==> src/rtl/idli_nibble_ser_m.sv <==
// Serializes 16-bit decode words into four MSB-first nibbles with a one-entry
// pending buffer so that back-to-back words stream without bubbles.
module idli_nibble_ser_m (
    input  logic        i_dcd_gck,
    input  logic        i_dcd_rst_n,
    input  logic [15:0] i_dcd_word,
    input  logic        i_dcd_word_vld,
    output logic        o_dcd_word_rdy,
    input  logic        i_dcd_hold,
    input  logic        i_dcd_flush,
    output logic [3:0]  o_dcd_enc,
    output logic        o_dcd_enc_vld,
    output logic [1:0]  o_dcd_cycle,
    output logic        o_dcd_idle
);

    typedef enum logic {
        ST_IDLE = 1'b0,
        ST_BUSY = 1'b1
    } state_t;

    state_t      state_r;
    state_t      next_state_s;
    logic [15:0] cur_r;
    logic [15:0] cur_nxt_s;
    logic [1:0]  cnt_r;
    logic [1:0]  cnt_nxt_s;
    logic [15:0] pend_r;
    logic [15:0] pend_nxt_s;
    logic        pend_vld_r;
    logic        pend_vld_nxt_s;

    logic        busy_s;
    logic        boundary_s;
    logic        accept_s;
    logic        start_s;
    logic [15:0] load_s;

    assign busy_s     = (state_r == ST_BUSY);
    assign boundary_s = !busy_s || (cnt_r == 2'd3);
    assign accept_s   = i_dcd_word_vld && !pend_vld_r && !i_dcd_flush;
    // A pending word always has priority over the word on the input bus.
    assign start_s    = boundary_s && !i_dcd_hold && !i_dcd_flush && (pend_vld_r || accept_s);
    assign load_s     = pend_vld_r ? pend_r : i_dcd_word;

    // State register and datapath flops.
    always_ff @(posedge i_dcd_gck or negedge i_dcd_rst_n) begin
        if (!i_dcd_rst_n) begin
            state_r    <= ST_IDLE;
            cur_r      <= 16'h0000;
            cnt_r      <= 2'd0;
            pend_r     <= 16'h0000;
            pend_vld_r <= 1'b0;
        end else begin
            state_r    <= next_state_s;
            cur_r      <= cur_nxt_s;
            cnt_r      <= cnt_nxt_s;
            pend_r     <= pend_nxt_s;
            pend_vld_r <= pend_vld_nxt_s;
        end
    end

    // Next-state logic for the shifter and its nibble counter.
    always_comb begin
        next_state_s = state_r;
        cur_nxt_s    = cur_r;
        cnt_nxt_s    = cnt_r;
        case (state_r)
            ST_BUSY: begin
                if (cnt_r != 2'd3) begin
                    cur_nxt_s = {cur_r[11:0], 4'h0};
                    cnt_nxt_s = cnt_r + 2'd1;
                end else if (start_s) begin
                    cur_nxt_s = load_s;
                    cnt_nxt_s = 2'd0;
                end else begin
                    // Shift the last nibble out so the idle bus reads zero.
                    cur_nxt_s    = {cur_r[11:0], 4'h0};
                    cnt_nxt_s    = 2'd0;
                    next_state_s = ST_IDLE;
                end
            end
            ST_IDLE: begin
                if (start_s) begin
                    cur_nxt_s    = load_s;
                    cnt_nxt_s    = 2'd0;
                    next_state_s = ST_BUSY;
                end else begin
                    cnt_nxt_s = 2'd0;
                end
            end
            default: begin
                next_state_s = ST_IDLE;
                cur_nxt_s    = 16'h0000;
                cnt_nxt_s    = 2'd0;
            end
        endcase
    end

    // Pending-buffer control: flush wins, then drain on start, then capture.
    always_comb begin
        pend_nxt_s     = pend_r;
        pend_vld_nxt_s = pend_vld_r;
        if (i_dcd_flush) begin
            pend_vld_nxt_s = 1'b0;
        end else if (start_s && pend_vld_r) begin
            pend_vld_nxt_s = 1'b0;
        end else if (accept_s && !start_s) begin
            pend_nxt_s     = i_dcd_word;
            pend_vld_nxt_s = 1'b1;
        end else begin
            pend_vld_nxt_s = pend_vld_r;
        end
    end

    assign o_dcd_enc      = cur_r[15:12];
    assign o_dcd_enc_vld  = busy_s;
    assign o_dcd_cycle    = cnt_r;
    assign o_dcd_word_rdy = !pend_vld_r;
    assign o_dcd_idle     = !busy_s && !pend_vld_r;

endmodule
==> config.mk <==
export PLATFORM = sky130hd
export DESIGN_NAME = idli_nibble_ser_m
export DESIGN_NICKNAME = d
export VERILOG_FILES = /design/src/rtl/idli_nibble_ser_m.sv
export SDC_FILE = /design/constraint.sdc
export NUM_CORES = 1
export LEC_CHECK = 0
export CORE_ASPECT_RATIO = 0.7
export CORE_UTILIZATION = 35
export CTS_BUF_LIST = sky130_fd_sc_hd__clkbuf_4 sky130_fd_sc_hd__clkbuf_8
export DETAILED_ROUTE_END_ITERATION = 6
export GPL_ROUTABILITY_DRIVEN = 0
export PLACE_DENSITY_LB_ADDON = 0.2
export SLEW_MARGIN = 10
export SYNTH_ARGS = -nofsm -noshare
export SYNTH_HDL_FRONTEND = slang
export SYNTH_SLANG_ARGS = --single-unit
==> constraint.sdc <==
create_clock -name i_dcd_gck -period 3.8 [get_ports i_dcd_gck]
set_input_delay 0.38 -clock i_dcd_gck [delete_from_list [all_inputs] [get_ports i_dcd_gck]]
set_output_delay 0.38 -clock i_dcd_gck [all_outputs]
set_load 0.01 [all_outputs]
After elaboration in Yosys (flattened, before gate mapping)
Index checks and enable logic that the tools add are counted.
{"block": "word_totals", "regBits": 36, "in_bits": 21, "wordCells": 42}
{"block": "classes", "n_reduce_logical": 17, "add_sub_neg": 1, "n_bitwise": 3, "n_eq_ne": 3, "n_mux": 13}
{"op": "16-bit 2-to-1 mux", "n": 4}
{"op": "16-bit one-hot mux with 2 select lines", "n": 1}
{"op": "1-bit logical AND", "n": 8}
{"op": "1-bit zero test", "n": 5}
{"op": "1-bit 2-to-1 mux", "n": 5}
{"op": "2-bit inequality test (second input constant)", "n": 2}
{"op": "2-bit one-hot mux with 2 select lines", "n": 1}
{"op": "1-bit inverter", "n": 3}
{"op": "3-bit AND reduction", "n": 1}
{"op": "3-bit nonzero test", "n": 1}
{"op": "2-bit by 1-bit adder with 2-bit output (second input constant)", "n": 1}
{"op": "2-bit equality test (second input constant)", "n": 1}
{"op": "1-bit logical OR", "n": 2}
{"op": "2-bit 2-to-1 mux", "n": 1}
{"op": "1-bit one-hot mux with 2 select lines", "n": 1}

Longest topological paths before layout
Gate-level depths: netlist of the first run.
{"block": "depth", "ltp_word": 10, "mapped_depth": 5, "mapped_depth_nobuf": 4}

Worst setup path before layout of the first run
No wires, ideal clock.
{"block": "synth_timing", "kind": "reg2reg", "startpoint": "register cnt_r[0], in the netlist o_dcd_cycle[0]", "endpoint": "register pend_r[10]", "synth_period_minus_slack_ps": 1540, "setup_slack_ps": 2260, "stages_incl_launch_ff": 6, "t_arrival_ps": 1415, "path_buffers": 1, "path_cell_list": "dfrtp_1 -> ha_1 -> nor2b_4 -> o211ai_4 -> buf_6 -> mux2_4"}
{"block": "synth_via", "elab_chain_cells": 8}
{"element": "start, declared", "line": "26", "rtl": "logic [1:0] cnt_r;"}
{"element": "start signal, assigned", "line": "57", "rtl": "cnt_r <= cnt_nxt_s;"}
{"element": "2-bit equality test *", "line": "40", "rtl": "assign boundary_s = !busy_s || (cnt_r == 2'd3);"}
{"element": "1-bit logical OR *", "line": "40"}
{"element": "1-bit logical AND * (3 in series)", "line": "43", "rtl": "assign start_s = boundary_s && !i_dcd_hold && !i_dcd_flush && (pend_vld_r || accept_s);"}
{"element": "1-bit zero test / 1-bit logical AND (equally long branches)", "line": "108, 106"}
{"element": "1-bit logical AND / 1-bit inverter (equally long branches)"}
{"element": "3-bit AND reduction (no source line) *"}
{"element": "end signal, assigned", "line": "58", "rtl": "pend_r <= pend_nxt_s;"}
{"element": "end, declared", "line": "28", "rtl": "logic [15:0] pend_r;"}
Mark *: on every way between the ends. The rest lies on a longest branch, timed or not.
A chain may end at the register's enable or synchronous reset.

Final worst setup path of the first run
{"block": "layout_timing", "startpoint": "register pend_vld_r", "endpoint": "output port o_dcd_idle"}
{"block": "layout_via", "elab_chain_cells": 2}
{"element": "start, declared", "line": "30", "rtl": "logic pend_vld_r;"}
{"element": "start signal, assigned", "line": "59", "rtl": "pend_vld_r <= pend_vld_nxt_s;"}
{"element": "1-bit zero test", "line": "120", "rtl": "assign o_dcd_idle = !busy_s && !pend_vld_r;"}
{"element": "1-bit logical AND", "line": "120"}
{"element": "end, declared", "line": "14", "rtl": "output logic o_dcd_idle"}
Every way passes these cells.

==> results of run 1 <==
## how the worst max path moves through the flow
stage | end | slack (ns)
3_5_place_dp | cur_r[4] | 1.57
3_3_place_gp | cur_r[10] | 1.65
4_1_cts | o_dcd_idle | 1.48
5_1_grt | o_dcd_idle | 1.41
6_report | o_dcd_idle | 1.52
2_1_floorplan | pend_r[10] | 2.26
## routing by layer
metal / wire, um / part of all wire (%)
met5: 0 / 0
met4: 56 / 1.8
met3: 153 / 4.9
met2: 1335 / 43
met1: 1549 / 50
## power breakdown
group	total (mW)	internal, mW	switching, mW
clock	0.259	0.132	0.127
combinational	0.523	0.314	0.209
sequential	0.619	0.533	0.0862
## synth_stat cells
master / instances
nor2b_1: 1
mux2_4: 10
buf_4: 4
nand2b_1: 4
buf_6: 2
dfrtp_1: 36
mux2_2: 6
nor2_2: 1
o211ai_4: 1
o21bai_1: 1
nor3_4: 1
inv_1: 1
and2_1: 1
buf_2: 3
ha_1: 1
nor2b_4: 1
or2_2: 1
buf_12: 1
nor2_1: 3
mux2i_1: 44
## area by class of cell
type	count	area share, %
tap	69	3.968
clock buffer	6	3.508
clock inverter	1	0.2300
timing repair buffer	32	14.38
sequential	36	41.40
inverter	1	0.1725
multi-input combinational	76	36.34
## critical path, cell delays in order, from the launching register on
cell and delay, ns:
dfrtp_1 0.73, buf_4 0.33, nor2_1 0.06, clkdlybuf4s50_1 0.48
## cell usage in the layout (no fill, tap or decap)
| cell | n |
|---|---|
| and2_1 | 1 |
| buf_4 | 3 |
| clkbuf_4 | 1 |
| clkbuf_8 | 5 |
| clkdlybuf4s50_1 | 29 |
| clkinv_2 | 1 |
| dfrtp_1 | 36 |
| ha_1 | 1 |
| inv_1 | 1 |
| mux2_2 | 6 |
| mux2_4 | 10 |
| mux2i_1 | 44 |
| nand2b_1 | 4 |
| nor2_1 | 3 |
| nor2_2 | 1 |
| nor2b_1 | 1 |
| nor2b_4 | 1 |
| nor3_4 | 1 |
| o211ai_4 | 1 |
| o21bai_1 | 1 |
| or2_2 | 1 |
## registers in the layout, summed over array words and instances (netlist names)
name	flops
pend_vld_r	1
cur_r	16
o_dcd_enc_vld	1
o_dcd_cycle	2
pend_r	16
## kinds of logic after synthesis
kind of cell	Yosys count
AO/OA/AOI/OAI	2
AND/OR/NAND/NOR	13
adder cells (fa/ha/maj)	1
buffers and inverters	11
flip-flops	36
multiplexers	60
## metrics by stage
step                      hold WS, ns  total power [mW]
after floorplan               0.08441             1.006
after global placement         0.4447             1.134
after detailed placement       0.4544             1.157
after CTS                      0.4647             1.424
after global routing           0.4826             1.511
final                          0.4632             1.401
==> flow_metrics.py, run 1 <==
metrics = {
    "finish": {
        "postLayoutCoreUtil_pct": 45.01,
        "nNetsFinal": 174,
        "finalInstanceArea_um2": 2176,
        "fin_cells": 221,
        "syn2layout_area_growth_pct": 22.04,
        "final_layout_size_suffix_gt1_share_pct": 20.39,
        "fillerInstances": 458,
        "ff_latch_area_um2": 900.9,
        "diodes": 0,
        "multi_input_area_um2": 790.8,
    },
    "logic_synthesis": {
        "synth_area_leaders": "dfrtp_1, mux2i_1, mux2_4",
        "yosysUniqueCellTypes": 20,
        "synthCells": 123,
        "synth_top_family_by_area": "multiplexers",
        "yosysTopAreaCell": "dfrtp_1",
        "synth_compound_area_share_pct": 1.614,
        "synth.avg_cell_area_um2": 14.50,
        "yosys_warnings": 0,
        "synthSimpleGateAreaFrac_pct": 5.123,
        "synthMuxAreaShare_pct": 36.91,
        "synth_area_um2": 1783,
        "synth_xor_area_share_pct": 0,
        "synth_seq_area_share_pct": 50.53,
        "syn_nets": 145,
        "ys_ff_latch": 36,
        "yosysTopAreaCellShare_pct": 50.53,
        "synth-adder-area-share_pct": 0.7018,
    },
    "worst_setup_path": {
        "crit_required_ns": 3.42,
        "r2r_start": "pend_vld_r",
        "worstPathMaxFanout": 12,
        "r2r-end": "cur_r[1]",
        "worst-setup-path-type": "flip-flop to output port",
        "r2r_slack_ns": 1.66,
        "cp.arrival_ns": 1.90,
        "r2r_cells": 3,
        "startpoint": "pend_vld_r",
        "end_kind": "output port",
        "start_kind": "flip-flop",
    },
    "floorplanning": {
        "fp.dieW_um": 87.31,
        "initial_core_util_pct": 36.88,
        "std_cell_rows": 21,
        "pin_count": 30,
        "core_area_um2": 4835,
        "die_area_um2": 5388,
        "die_h_um": 61.72,
    },
    "flow_run": {
        "cap_violations": 0,
    },
    "global_routing": {
        "overflow": 0,
        "grt_pass1_wl_um": 5306,
        "track_usage_pct": 13.65,
        "antenna_found_initial": 0,
        "gr-usage-met3_pct": 4.624,
        "gr-usage-met1_pct": 18.10,
        "grt_pass1_vias": 1084,
        "grt_use_met2_pct": 20.87,
        "grt-busiest-layer": "met2",
        "grt_max_degree": 37,
    },
    "clock_network": {
        "post_cts_resized": 0,
        "htree_levels": 2,
        "cts_buffer_depth": 2,
        "cts_tree": "yes",
        "holdBufCountCts": 0,
        "clkLatencyLatePin_ns": 0.28,
        "clk_pin_slew_ns": 0.07,
        "cts_setup_buffers": 0,
        "cts_buffers": 5,
        "root_buffer": "clkbuf_8",
        "cts.sinks": 36,
    },
    "placed_design": {
        "placed_cell_area_um2": 2095,
        "port_buffers": 29,
        "post-place-ws_ns": 1.568,
        "dp_hpwl_um": 2094,
        "placedCellCount": 214,
    },
    "timing": {
        "drv_slew": 0,
        "final-setup-viol-count": 0,
        "rsz0062_at_grt": "false",
        "worst_slew_pin_slew_ns": 0.9673,
        "skew_ns": 0.005936,
        "hold_viol_final": 0,
        "period_minus_slack_ns": 2.279,
        "slew_headroom_pct": 35.30,
        "post-route-period-util_pct": 59.97,
        "layout_setup_ws_ns": 1.521,
        "fmaxAchievable_mhz": 438.8,
        "setup_tns_ns": 0,
    },
    "route": {
        "dr.first_iter.drc_count": 39,
        "wl_per_cell_um": 14.00,
        "ant_nets": 0,
        "routed_via_density": 4.557,
        "vias": 1007,
        "drt_first_pass_iters": 4,
        "routed_wl_um": 3094,
        "drc": 0,
    },
    "hold_path": {
        "hold-path-cell-count": 1,
        "min_to": "o_dcd_cycle[0]",
        "worstHoldStart": "o_dcd_cycle[0]",
        "hold_path_class": "flip-flop to flip-flop",
    },
    "power": {
        "p_leak_nw": 0.9637,
        "worst_ir_drop_vdd_uv": 216.1,
        "power-per-cell-area_nw_per_um2": 644.0,
    },
    "run_status": {
        "status": "complete, no violations",
    },
}
Power figures use the tool's default switching activity.
==> inputs of run 2 (changes only) <==
- clock period: 3.8 -> 2.4 ns (I/O delays scaled with it)
==> flow_metrics.py, run 2 (synthesized netlist as in run 1, its figures left out) <==
metrics = {
    "global_routing": {
        "antenna_found_initial": 0,
        "grt_pass1_vias": 1149,
        "track_usage_pct": 14.94,
        "grt_pass1_wl_um": 5733,
        "overflow": 0,
        "grt_max_degree": 37,
    },
    "clock_network": {
        "cts_setup_buffers": 0,
        "clk_pin_slew_ns": 0.08,
        "cts_buffer_depth": 2,
        "root_buffer": "clkbuf_8",
        "cts_tree": "yes",
        "cts.sinks": 36,
        "post_cts_resized": 0,
        "cts_buffers": 5,
        "clkLatencyLatePin_ns": 0.30,
        "holdBufCountCts": 0,
        "htree_levels": 2,
    },
    "timing": {
        "rsz0062_at_grt": "false",
        "drv_slew": 0,
        "hold_viol_final": 0,
        "post-route-period-util_pct": 74.70,
        "whs_ns": 0.3661,
        "fmaxAchievable_mhz": 557.8,
        "skew_ns": 0.004950,
        "worst_slew_pin_slew_ns": 0.4704,
        "setup_tns_ns": 0,
        "layout_setup_ws_ns": 0.6071,
        "slew_headroom_pct": 68.64,
        "period_minus_slack_ns": 1.793,
        "final-setup-viol-count": 0,
    },
    "worst_setup_path": {
        "end_kind": "output port",
        "max_stage_delay_ns": 0.55,
        "cp.arrival_ns": 1.55,
        "critPathTopFamily": "buffers and inverters",
        "worst-setup-path-type": "flip-flop to output port",
        "start_kind": "flip-flop",
        "path_cells": "buf_4 -> nor2_1 -> clkdlybuf4s50_1",
        "cp.buffers_inverters": 2,
        "worstPathMaxFanout": 10,
        "crit_required_ns": 2.16,
        "cp_slowest_cell": "clkdlybuf4s50_1",
    },
    "power": {
        "clkPwrFrac_pct": 22.6,
        "netSwitchingPower_mw": 0.7218,
        "sw_frac_of_total_pct": 30.27,
        "worst_ir_drop_vdd_uv": 332.4,
        "power-per-cell-area_nw_per_um2": 1070,
        "p_leak_nw": 0.9879,
        "comb_power_share_pct": 36.1,
        "internal_power_mw": 1.663,
        "p_seq_share_pct": 41.3,
    },
    "placed_design": {
        "post-place-ws_ns": 0.5884,
        "dp_hpwl_um": 2286,
        "port_buffers": 29,
        "placed_cell_area_um2": 2117,
    },
    "floorplanning": {
        "fp.dieW_um": 87.31,
        "pin_count": 30,
        "die_area_um2": 5388,
        "die_h_um": 61.72,
        "core_area_um2": 4835,
        "initial_core_util_pct": 36.88,
        "std_cell_rows": 21,
    },
    "flow_run": {
        "cap_violations": 0,
    },
    "hold_path": {
        "hold_path_class": "input pin to asynchronous set/reset pin",
    },
    "route": {
        "drt_first_pass_iters": 2,
        "ant_nets": 0,
        "drc": 0,
        "routed_via_density": 4.684,
        "vias": 1054,
        "dr.first_iter.drc_count": 35,
        "wl_per_cell_um": 15.40,
        "routed_wl_um": 3466,
    },
    "finish": {
        "finalInstanceArea_um2": 2228,
        "final_layout_size_suffix_gt1_share_pct": 22.44,
        "postLayoutCoreUtil_pct": 46.09,
        "diodes": 0,
        "nNetsFinal": 177,
        "layout_common_cells": "mux2i_1, dfrtp_1, clkdlybuf4s50_1",
        "final_common_cell": "mux2i_1",
        "syn2layout_area_growth_pct": 24.98,
    },
    "run_status": {
        "status": "complete, no violations",
    },
}
run 2: cell count changes in the layout (fill, tap and decap cells not counted):
cell	delta
buf_4	+3
bufinv_16	+1
clkbuf_4	-1
clkinvlp_4	+1
run 2: final cells by class:
class                           instances  area, um2
Fill cell                             454       2606
Sequential cell                        36      900.9
Multi-Input combinational cell         76      790.8
Timing Repair Buffer                   35      335.3
Tap cell                               69      86.33
Clock buffer                            5      68.82
Clock inverter                          3      42.54
Inverter                                1      3.754
run 2: worst reg2reg max path: cells and delay by family (launching register included):
| kind | cells | cell delay (ns) |
|---|---|---|
| compound gates | 1 | 0.21 |
| simple gates | 1 | 0.14 |
| buf+inv | 1 | 0.33 |
| mux | 1 | 0.26 |
| flops | 1 | 0.62 |
run 2: path summary, 6_finish.rpt:
| path | startpoint | end | slack, ns | depth (start not counted) |
|---|---|---|---|---|
| worst min-delay path | i_dcd_rst_n | pend_r[13] | 0.37 | 2 |
| worst max-delay path | o_dcd_enc_vld | o_dcd_idle | 0.61 | 3 |
| min in group i_dcd_gck | o_dcd_cycle[0] | o_dcd_cycle[0] | 0.46 | 1 |
| max in group asynchronous | i_dcd_rst_n | pend_r[7] | 1.70 | 2 |
| worst max register to register | pend_vld_r | cur_r[4] | 0.76 | 4 |
| worst min register to register | o_dcd_cycle[0] | o_dcd_cycle[0] | 0.46 | 1 |
run 2: routing by layer:
metal / vias to the layer above / global-route usage [%] / part of all wire [%]
li1: 492 / - / -
met1: 535 / 18.51 / 47
met2: 23 / 24.67 / 48
met3: 4 / 5.680 / 4.4
met4: 0 / 4.918 / 0.84
met5: - / 0 / 0
run 2: power groups by stage:
stage | clock [mW] | sequential [mW] | combinational [mW]
floorplan | 0 | 0.958 | 0.634
global placement | 0 | 0.984 | 0.835
detailed placement | 0 | 0.994 | 0.871
CTS | 0.557 | 0.987 | 0.876
global route | 0.588 | 1.02 | 0.938
finish | 0.538 | 0.985 | 0.862
run 2: metrics by stage:
step	power, mW	instances
after floorplan	1.592	123
after global placement	1.819	217
after detailed placement	1.865	217
after CTS	2.420	225
after global routing	2.541	225
final	2.385	225
